File: src/rtl/bht_controller.sv
// Branch history table controller: 2-bit saturating counters with a single access slot shared
// between fetch lookups and queued execute-stage updates, plus an init/clear sweep.
module bht_controller #(
    parameter int unsigned LOWER        = 5,
    parameter int unsigned QDEPTH       = 4,
    parameter int unsigned STARVE_LIMIT = 8,
    parameter logic [1:0]  INIT_STATE   = 2'b01
) (
    input  logic                      clk,
    input  logic                      arst,
    input  logic                      lookup_valid,
    input  logic [LOWER-1:0]          lookup_addr,
    output logic                      lookup_ready,
    output logic                      pred_valid,
    output logic                      pred_taken,
    input  logic                      upd_valid,
    input  logic [LOWER-1:0]          upd_addr,
    input  logic                      upd_taken,
    output logic                      upd_ready,
    input  logic                      clear,
    output logic                      busy,
    output logic [$clog2(QDEPTH):0]   q_count
);

    localparam int unsigned ENTRIES = 2 ** LOWER;
    localparam int unsigned PW      = $clog2(QDEPTH);
    localparam int unsigned CW      = PW + 1;
    localparam int unsigned SW      = $clog2(STARVE_LIMIT + 1);

    typedef enum logic [0:0] {StInit, StRun} state_e;

    state_e           state_q, state_d;
    logic [LOWER-1:0] sweep_q, sweep_d;
    logic [CW-1:0]    count_q, count_d;
    logic [PW-1:0]    rd_ptr_q, rd_ptr_d;
    logic [PW-1:0]    wr_ptr_q, wr_ptr_d;
    logic [SW-1:0]    starve_q, starve_d;
    logic             pred_valid_q, pred_valid_d;
    logic             pred_taken_q, pred_taken_d;

    logic [1:0]       bht_q [ENTRIES];
    logic [LOWER-1:0] fifo_addr_q [QDEPTH];
    logic             fifo_taken_q [QDEPTH];

    logic             run, full, starved, non_empty, forced_drain;
    logic             drain, lookup_fire, push;
    logic             tbl_we;
    logic [LOWER-1:0] tbl_waddr;
    logic [1:0]       tbl_wdata;
    logic [LOWER-1:0] head_addr;
    logic             head_taken;
    logic [1:0]       head_cnt, head_sat;

    assign run          = (state_q == StRun);
    assign full         = (count_q == CW'(QDEPTH));
    assign starved      = (starve_q == SW'(STARVE_LIMIT));
    assign non_empty    = (count_q != '0);
    assign forced_drain = full | starved;

    // Ready signals come from registered state only, so they never depend on same-cycle inputs.
    assign lookup_ready = run & ~forced_drain;
    assign upd_ready    = run & ~full;
    assign busy         = (state_q == StInit);
    assign q_count      = count_q;
    assign pred_valid   = pred_valid_q;
    assign pred_taken   = pred_taken_q;

    assign drain        = run & non_empty & (forced_drain | ~lookup_valid);
    assign lookup_fire  = lookup_valid & lookup_ready;
    assign push         = upd_valid & upd_ready & ~clear;

    assign head_addr    = fifo_addr_q[rd_ptr_q];
    assign head_taken   = fifo_taken_q[rd_ptr_q];
    assign head_cnt     = bht_q[head_addr];

    always_comb begin
        head_sat = head_cnt;
        if (head_taken) begin
            if (head_cnt != 2'b11) head_sat = head_cnt + 2'd1;
        end else begin
            if (head_cnt != 2'b00) head_sat = head_cnt - 2'd1;
        end
    end

    always_comb begin
        state_d      = state_q;
        sweep_d      = sweep_q;
        count_d      = count_q;
        rd_ptr_d     = rd_ptr_q;
        wr_ptr_d     = wr_ptr_q;
        starve_d     = starve_q;
        tbl_we       = 1'b0;
        tbl_waddr    = sweep_q;
        tbl_wdata    = INIT_STATE;
        pred_valid_d = lookup_fire;
        pred_taken_d = lookup_fire ? bht_q[lookup_addr][1] : pred_taken_q;

        unique case (state_q)
            StInit: begin
                tbl_we = 1'b1;
                if (clear) begin
                    sweep_d = '0;
                end else if (sweep_q == {LOWER{1'b1}}) begin
                    sweep_d = '0;
                    state_d = StRun;
                end else begin
                    sweep_d = sweep_q + 1'b1;
                end
            end
            StRun: begin
                if (drain && !clear) begin
                    tbl_we    = 1'b1;
                    tbl_waddr = head_addr;
                    tbl_wdata = head_sat;
                    rd_ptr_d  = rd_ptr_q + 1'b1;
                end
                if (push) wr_ptr_d = wr_ptr_q + 1'b1;
                count_d  = count_q + CW'(push) - CW'(drain);
                // A non-empty queue that did not drain this cycle lost the slot to a lookup.
                starve_d = (non_empty && !drain) ? starve_q + 1'b1 : '0;
                if (clear) begin
                    state_d  = StInit;
                    sweep_d  = '0;
                    count_d  = '0;
                    rd_ptr_d = '0;
                    wr_ptr_d = '0;
                    starve_d = '0;
                end
            end
            default: state_d = StInit;
        endcase
    end

    always_ff @(posedge clk or posedge arst) begin
        if (arst) begin
            state_q      <= StInit;
            sweep_q      <= '0;
            count_q      <= '0;
            rd_ptr_q     <= '0;
            wr_ptr_q     <= '0;
            starve_q     <= '0;
            pred_valid_q <= 1'b0;
            pred_taken_q <= 1'b0;
        end else begin
            state_q      <= state_d;
            sweep_q      <= sweep_d;
            count_q      <= count_d;
            rd_ptr_q     <= rd_ptr_d;
            wr_ptr_q     <= wr_ptr_d;
            starve_q     <= starve_d;
            pred_valid_q <= pred_valid_d;
            pred_taken_q <= pred_taken_d;
        end
    end

    // Storage arrays need no reset: the sweep initialises the table and pointers guard the FIFO.
    always_ff @(posedge clk) begin
        if (tbl_we) bht_q[tbl_waddr] <= tbl_wdata;
        if (push) begin
            fifo_addr_q[wr_ptr_q]  <= upd_addr;
            fifo_taken_q[wr_ptr_q] <= upd_taken;
        end
    end

endmodule

File: config.mk
export PLATFORM = sky130hd
export DESIGN_NAME = bht_controller
export DESIGN_NICKNAME = d
export VERILOG_FILES = /design/src/rtl/bht_controller.sv
export SDC_FILE = /design/constraint.sdc
export NUM_CORES = 1
export LEC_CHECK = 0
export CAP_MARGIN = 10
export CORE_ASPECT_RATIO = 2
export CORE_MARGIN = 4
export CORE_UTILIZATION = 60
export CTS_BUF_LIST = sky130_fd_sc_hd__clkbuf_16
export DETAILED_ROUTE_END_ITERATION = 10
export PLACE_DENSITY = 0.79
export SLEW_MARGIN = 30
export SYNTH_ARGS = -nofsm -noshare
export SYNTH_HDL_FRONTEND = slang
export SYNTH_SLANG_ARGS = --single-unit
File: constraint.sdc
create_clock -name clk -period 4.4 [get_ports clk]
set_input_delay 0.66 -clock clk [delete_from_list [all_inputs] [get_ports clk]]
set_output_delay 0.66 -clock clk [all_outputs]
set_load 0.01 [all_outputs]
# Yosys cells after proc, flatten, opt, wreduce, memory -nomap -nowiden
# Memory sizes are Yosys's and may differ from the RTL's. A register that Yosys moved wholly into a read port is not among the register bits.
# Cells that the tools add are included.
[classes] add_sub_neg=8 multipliers=0 div_mod_pow=0 order_cmp=0 n_eq_ne=5 shifts=0 muxes=28 bitwise=14 n_reduce_logical=10
[ops] op="$mux W5" n=5
[ops] op="$mux W2" n=9
[ops] op="$pmux W5 S2" n=1
[ops] op="$mux W1" n=8
[ops] op="$mux W4" n=2
[ops] op="$and A1 B1 Y1" n=7
[ops] op="$add A2 B1 Y2 const B" n=3
[ops] op="$reduce_bool A2 Y1" n=3
[ops] op="$add A5 B1 Y5 const B" n=1
[ops] op="$eq A5 B5 Y1 const B" n=1
[ops] op="$not A1 Y1" n=5
[ops] op="$add A4 B1 Y4 const B" n=1
[ops] op="$eq A4 B4 Y1 const B" n=1
[ops] op="$ne A2 B2 Y1 const B" n=2
[ops] op="$pmux W1 S2" n=2
[ops] op="$reduce_and A2 Y1" n=2
[ops] op="$add A3 B1 Y3" n=1
[ops] op="$eq A3 B3 Y1 const B" n=1
[ops] op="$mux W3" n=1
[ops] op="$reduce_bool A3 Y1" n=1
[ops] op="$sub A3 B1 Y3" n=1
[ops] op="$logic_and A1 B1 Y1" n=2
[ops] op="$logic_not A1 Y1" n=2
[ops] op="$or A1 B1 Y1" n=2
[ops] op="$sub A2 B1 Y2 const B" n=1
[word_totals] regBits=18 latch_bits=0 ram_bits=88 romBits=0 out_inout_bits=8 wordCells=75 memories=3
[memory_table] memory="bht_q" words=32 word_bits=2 read_ports=2 rd_clocked_by_memory_dff=1 write_ports=1 line="41" source="logic [1:0] bht_q [ENTRIES];"
[memory_table] memory="fifo_addr_q" words=4 word_bits=5 read_ports=1 rd_clocked_by_memory_dff=0 write_ports=1 line="42" source="logic [LOWER-1:0] fifo_addr_q [QDEPTH];"
[memory_table] memory="fifo_taken_q" words=4 word_bits=1 read_ports=1 rd_clocked_by_memory_dff=0 write_ports=1 line="43" source="logic fifo_taken_q [QDEPTH];"

# Depth between registers and ports, before layout
# Gate-level depths: netlist of the first run.
[logic_depth] word_depth=9 mapped_depth=12 ltp_nobuf=12

# Least setup slack after synthesis of the first run
# Ideal clock, no wire load.
[synth_timing] path_kind="reg-to-reg" startpoint="register rd_ptr_q[0]" endpoint="memory bht_q[0][0] (data pin)" setup_time_ns=0.398 arrival_ns=3.085 required_ns=4.002 setup_slack_ns=0.918 stages_incl_launch_ff=10 path_buffers=3 path_cell_list="dfrtp_1 buf_6 mux4_2 buf_6 buf_12 mux2i_1 mux4_2 nor3b_2 nor4_2 a31oi_1"
[synth_via] elab_chain_cells=7 word_cells_on_any_way=12 cone_classes="add/sub (2); eq/ne (1); mux (5); reduce/logical (1); memory (3)"
[synth_lines] element="start, declared" line="35" source="logic [PW-1:0] rd_ptr_q, rd_ptr_d;"
[synth_lines] element="start signal, assigned" line="148" source="rd_ptr_q <= rd_ptr_d;"
[synth_lines] element="$mem_v2 Z4 W5"
[synth_lines] element="$mem_v2 Z32 W2"
[synth_lines] element="$sub A2 B1 Y2, or another cell as far along" line="81" source="if (head_cnt != 2'b00) head_sat = head_cnt - 2'd1;"
[synth_lines] element="$mux W2, on equally long branches" line="81, 79"
[synth_lines] element="$mux W2 *" line="78" source="if (head_taken) begin"
[synth_lines] element="$mux W2 *" line="111" source="if (drain && !clear) begin"
[synth_lines] element="$mux W2 *" line="98" source="unique case (state_q)"
[synth_lines] element="via tbl_wdata[0]" line="49" source="logic [1:0] tbl_wdata;"
[synth_lines] element="end, declared" line="41"
# Mark *: on every way through the listed nets, which the timed path passes. The rest lies on a longest branch.

# Final worst setup path of the first run
[layout_timing] startpoint="register state_q, in the netlist run" endpoint="memory bht_q[15][1], enable pin"
[layout_via] elab_chain_cells=7 word_cells_on_any_way=10 cone_classes="mux (6); bitwise (3); reduce/logical (1)"
[layout_lines] element="start, declared" line="32" source="state_e state_q, state_d;"
[layout_lines] element="start signal, assigned" line="136" source="state_q <= StInit;"
[layout_lines] element="start signal, assigned" line="145" source="state_q <= state_d;"
[layout_lines] element="$and A1 B1 Y1 (2 in a row)" line="68" source="assign drain = run & non_empty & (forced_drain | ~lookup_valid);"
[layout_lines] element="$logic_and A1 B1 Y1" line="111"
[layout_lines] element="$mux W1" line="111"
[layout_lines] element="$pmux W1 S2" line="98"
[layout_lines] element="$mux W1" line="158" source="if (tbl_we) bht_q[tbl_waddr] <= tbl_wdata;"
[layout_lines] element="$mux W1 (not written as such)" line="158"
# Several ways; a longest one is shown, not always the timed one.

==> results of run 1 <==
## how the worst min path moves through the flow
stage | start | endpoint | slack (ns)
finish | pred_taken$_DFFE_PP0P_ | pred_taken$_DFFE_PP0P_ | 0.55
global route | starve_q[3]$_DFFE_PP0P_ | starve_q[3]$_DFFE_PP0P_ | 0.59
CTS | starve_q[3]$_DFFE_PP0P_ | starve_q[3]$_DFFE_PP0P_ | 0.55
detailed placement | pred_taken$_DFFE_PP0P_ | pred_taken$_DFFE_PP0P_ | 0.54
global placement | pred_taken$_DFFE_PP0P_ | pred_taken$_DFFE_PP0P_ | 0.52
floorplan | starve_q[2]$_DFFE_PP0P_ | starve_q[2]$_DFFE_PP0P_ | 0.50
## cell families (layout without fill, tap and decap cells)
logic type | Yosys count | count (layout) | share of synthesized area
DFF | 107 | 107 | 0.600
xor gates and xnor gates | 2 | 2 | 0.00337
adders and majority gates | 10 | 10 | 0.0255
muxes | 62 | 62 | 0.170
AOI/OAI and AO/OA | 43 | 43 | 0.0566
buffers and inverters | 32 | 60 | 0.0325
and+or+nand+nor | 120 | 120 | 0.112
## layout make-up
class	instances	share of cell area
clock buffer	9	0.0389
clock inverter	7	0.00951
timing repair buffer	31	0.0502
sequential	107	0.539
multi-input combinational	237	0.333
tap	98	0.0212
inverter	13	0.00843
## worst reg2reg max path: stages (launching register included)
cell and delay, ns:
dfrtp_1 0.78, o211ai_1 0.43, nor2_1 0.62, mux2i_1 0.71, and2_1 0.29, nor2b_1 0.29
## per-layer routing
layer  global-route usage  wire length, um
met1                0.244             3450
met2                0.419             6430
met3               0.0375              447
met4                0.116              337
met5                    0                0
## through the flow
| step | total power (W) | area [um2] | worst slack, ns | hold WS (ns) |
|---|---|---|---|---|
| after floorplan | 0.00118 | 5190 | 0.918 | 0.502 |
| after global placement | 0.00122 | 5490 | 0.699 | 0.517 |
| after detailed placement | 0.00122 | 5500 | 0.773 | 0.536 |
| after CTS | 0.00195 | 5780 | 1.04 | 0.554 |
| after global routing | 0.00201 | 5790 | 0.647 | 0.591 |
| final | 0.00194 | 5790 | 0.974 | 0.545 |
## flip-flops by register name, indices dropped and copies added (netlist names)
name / flops
pred_valid: 1
bht_q: 64
pred_taken: 1
q_count: 3
fifo_taken_q: 4
fifo_addr_q: 20
wr_ptr_q: 2
starve_q: 4
rd_ptr_q: 2
run: 1
sweep_q: 5
## report_power, final
group / internal [W] / total (W) / switching [W]
sequential: 0.00110 / 0.00111 / 0.0000112
clock: 0.000387 / 0.000733 / 0.000346
combinational: 0.0000415 / 0.0000928 / 0.0000513
total: 0.00153 / 0.00194 / 0.000408
## cell usage in the layout (no fill, tap or decap), drive strengths merged, types with 11 or more instances in the layout
cell / count
edfxtp: 88
nor2: 47
mux2i: 40
clkdlybuf4s50: 23
mux4: 20
dfrtp: 19
nand2: 18
nor2b: 14
inv: 14
o21ai: 11
==> reports/summary.txt, run 1 <==
Outcome - finished, final reports clean
Fillers - 578
CTS tree - done
Crit Path Category - reg2reg
Hold path cells - 2
Dominant cell type by area after synthesis - edfxtp_1
CP arrival - 3.45 ns
Largest net degree at the start of global routing - 33
Num rows - 47
Dpl hpwl - 7940 um
RSZ-0062 raised after global routing - no
Period utilization - 0.779
Worst-path clk slew - 0.07 ns
Total of max-cap violations - 0
Yosys top cell area share - 0.509
Max Fanout on Critical Path - 21
Max transition margin - 0.364
Peak VDD IR - 0.360 mV
Max clock buf depth - 2
# clock sinks - 107
Drt first-iter violations - 353
Crit path buf inv count - 0
Utilization after layout - 0.693
Top-count cell post-synth - edfxtp_1
Initial antenna violation count - 0
Layout cells sized above 1 - 0.119
Die Ht - 140 um
P&R area growth vs syn - 11.4%
Max stage delay cell, worst path - dfrtp_1
Number of port buffers - 23
Post-synthesis cell area - 5190 um2
CTS Buf Count - 9
Post-synthesis sequential area ratio - 0.600
GP Congestion - 0.850
Top post-synthesis cells by count - edfxtp_1 (88), nor2_1 (47), mux2i_1 (40)
Synth warnings - 0
DP Cell Count - 486
Power per cell area - 334 nW/um2
Post_cts resized - 0
Diode count - 0
DRT Pass-1 Iters - 6
Cells after synthesis - 376
Core box area - 8350 um2
Critical Path RT - 4.42 ns
# Post-CTS Setup Buffers - 0
Worst-skew pair later-pin latency - 0.34 ns
Minimum clock period - 3.43 ns
Post-cts hold buffer count - 0
DR vias/cell - 6.38
Top post-synthesis cells by area - edfxtp_1 (51%), dfrtp_1 (9.2%), mux4_2 (7.8%)
Critical Path Source Type - register
# IOs - 24
Max Fclk - 292 MHz
Synth unique cells - 47
Die width - 73.8 um
Vias post-DR - 3,204
Worst-Margin Slew - 0.949 ns
Total track usage - 0.230
DRC errors left - 0
CTS H-tree lvls - 3
Register area - 3120 um2
Area taken by multi-input logic gates - 1930 um2
Crit path largest cell delay - 0.78 ns
Stages on worst setup path - 5
Final hold violations - 0
R2r endpoint - bht_q[15][1]$_DFFE_PP_
CP top delay family - simple AND/OR/NAND/NOR gates
WL final - 10,700 um
Grt ovf - 0
Nets@finish - 425
Critical Path Sink - bht_q[15][1]$_DFFE_PP_
First-pass GRT wire length - 17,300 um
Slew Limit Fails - 0
Post-synth ARST share - 0.178
Count of state elements after synthesis - 107
Die ar. - 10,300 um2
Post-synth EDFFs - 88
Dominant synthesized flop cell - edfxtp_1
CP endpoint kind - register
Leak - 2.17 nW
Cells along the critical path - o211ai_1, nor2_1, mux2i_1, and2_1, nor2b_1
Clock Skews - 0.00687 ns
Finished Layout Cells - 502
Mapped Nets - 402
R2R Setup Slk - 0.97 ns
Final setup vio count - 0
Hold WC Path Type - reg2reg
Worst r2r path cells - 5
Root buffer cell - clkbuf_16
Routed WL per cell - 21.3 um
Starting utilization of the core area - 0.622
R2r startpoint - run$_DFF_PP0_
Number of global-route vias before repair - 3,361
Post-route setup TNS - 0 ns
Avg Cell Area, Syn - 13.8 um2
Post-DRT Antenna Nets - 0
Setup crit start - run$_DFF_PP0_
(Power assumes the default switching activity.)
==> run 2, diff against run 1 <==
- CORE_UTILIZATION: 60 -> 54
- PLACE_DENSITY: 0.79 -> 0.75
- clock period: 4.4 -> 3 ns (I/O delays scaled with it)
==> reports/summary.txt, run 2 (synthesis gave the netlist of run 1 again) <==
Vias post-DR - 3,361
Largest net degree at the start of global routing - 27
Total track usage - 0.226
Num rows - 50
Max reg flops - 64
Crit path buf inv count - 3
Crit Path Category - reg2reg
R2R Setup Slk - 0.11 ns
Critical Path Source Type - register
Hold WC Path Type - in2async
WL final - 12,000 um
Layout cells sized above 1 - 0.217
Utilization after layout - 0.667
Routed WL per cell - 21.9 um
DRT Pass-1 Iters - 5
Initial antenna violation count - 0
Pre-CTS setup slack - -0.318 ns
Worst-skew pair later-pin latency - 0.35 ns
Worst Slack Setup Final - 0.109 ns
CP endpoint kind - register
Max stage delay cell, worst path - mux4_2
Die Ht - 147 um
R2r startpoint - rd_ptr_q[0]$_DFFE_PP0P_
Critical Path RT - 3.09 ns
Post-route cell area - 6260 um2
CP arrival - 2.98 ns
CTS H-tree lvls - 3
Worst-path clk slew - 0.07 ns
Post-DRT Antenna Nets - 0
Die ar. - 11,300 um2
P&R area growth vs syn - 20.5%
Period utilization - 0.964
GP Congestion - 0.938
Cells along the critical path - mux4_2, buf_12, buf_4, mux2i_1, a22oi_1, nand4_1, and3_1, a211oi_4, a31oi_4, buf_4
Diode count - 0
Number of global-route vias before repair - 3,733
Worst r2r path cells - 10
Final hold violations - 0
Most used cell, CP - buf_4
Starting utilization of the core area - 0.553
Outcome - finished, final reports clean
Total of max-cap violations - 0
Post-route setup TNS - 0 ns
Final setup vio count - 0
Grt ovf - 0
Peak VDD IR - 0.516 mV
Max Fanout on Critical Path - 26
DR vias/cell - 6.14
CTS Buf Count - 9
Fillers - 679
Crit path largest cell delay - 0.54 ns
Max transition margin - 0.477
Worst-Margin Slew - 0.783 ns
Commonest cells after routing, fill and taps aside - edfxtp_1 (88), nor2_1 (45), mux2i_1 (40), buf_4 (40), clkdlybuf4s50_1 (23)
Leak - 2.40 nW
Minimum clock period - 2.89 ns
# IOs - 24
# clock sinks - 107
Die width - 77.3 um
Clock Skews - 0.00881 ns
Max clock buf depth - 2
Dpl hpwl - 8480 um
First-pass GRT wire length - 19,100 um
Nets@finish - 464
Top flop regs - bht_q x64, fifo_addr_q x20, sweep_q x5
Slew Limit Fails - 0
Power per cell area - 486 nW/um2
Dpl cell area - 5750 um2
CTS tree - done
DP Cell Count - 520
Core box area - 9380 um2
Max Fclk - 346 MHz
Finished Layout Cells - 547
Root buffer cell - clkbuf_16
Number of port buffers - 23
RSZ-0062 raised after global routing - yes
Most flops, register - bht_q
Drt first-iter violations - 300
R2r endpoint - bht_q[3][0]$_DFFE_PP_
Leading cell type in the layout, fill and taps excluded - edfxtp_1
DRC errors left - 0
CP top delay family - multiplexers
## run 2: metrics by stage
stage | hold WS, ns | total power [W]
after floorplan | 0.401 | 0.00173
after global placement | 0.510 | 0.00181
after detailed placement | 0.528 | 0.00181
after CTS | 0.548 | 0.00305
after global routing | 0.578 | 0.00314
final | 0.541 | 0.00304
## run 2: cell type report
class | instances | area, um2 | area share
clock buffer | 9 | 225 | 0.0360
clock inverter | 7 | 93.8 | 0.0150
inverter | 13 | 48.8 | 0.00780
multi-input combinational | 239 | 2040 | 0.326
sequential | 107 | 3120 | 0.498
tap | 104 | 130 | 0.0208
timing repair buffer | 68 | 601 | 0.0960
## run 2: repair_timing
item / 4_1_cts / 5_1_grt
pin swaps: 6 / 2
setup endpoints to repair: 64 / 87
hold buffers: 0 / 0
resized for setup: 6 / 10
buffers inserted: 8 / 1
gates cloned: 2 / 0
## run 2: how the worst max path moves through the flow
| stage | cells after the start | start | to | slack [ns] |
|---|---|---|---|---|
| after CTS | 9 | rd_ptr_q[0]$_DFFE_PP0P_ | bht_q[3][0]$_DFFE_PP_ | 0.03 |
| after global placement | 7 | rd_ptr_q[0]$_DFFE_PP0P_ | bht_q[13][1]$_DFFE_PP_ | -0.21 |
| after floorplan | 9 | rd_ptr_q[0]$_DFFE_PP0P_ | bht_q[0][1]$_DFFE_PP_ | 0.02 |
| final | 10 | rd_ptr_q[0]$_DFFE_PP0P_ | bht_q[3][0]$_DFFE_PP_ | 0.11 |
| after global routing | 13 | starve_q[0]$_DFFE_PP0P_ | q_count[2]$_DFFE_PP0P_ | -0.05 |
| after detailed placement | 7 | rd_ptr_q[0]$_DFFE_PP0P_ | bht_q[25][1]$_DFFE_PP_ | -0.32 |
## run 2: report_power, final
part,internal (W),switching (W),total (W)
sequential,0.00161,0.0000170,0.00163
clock,0.000731,0.000529,0.00126
combinational,0.0000735,0.0000833,0.000157
## run 2: worst reg2reg max path, cell delays in order (launching register included)
cell and delay [ns]:
dfrtp_1 0.37, mux4_2 0.54, buf_12 0.20, buf_4 0.16, mux2i_1 0.15, a22oi_1 0.21, nand4_1 0.14, and3_1 0.23
a211oi_4 0.38, a31oi_4 0.05, buf_4 0.20
## run 2: per-layer routing
layer  global-route usage  share of wire
met4                0.130          0.052
met3               0.0399          0.039
met1                0.226           0.33
met5                    0              0
met2                0.425           0.58
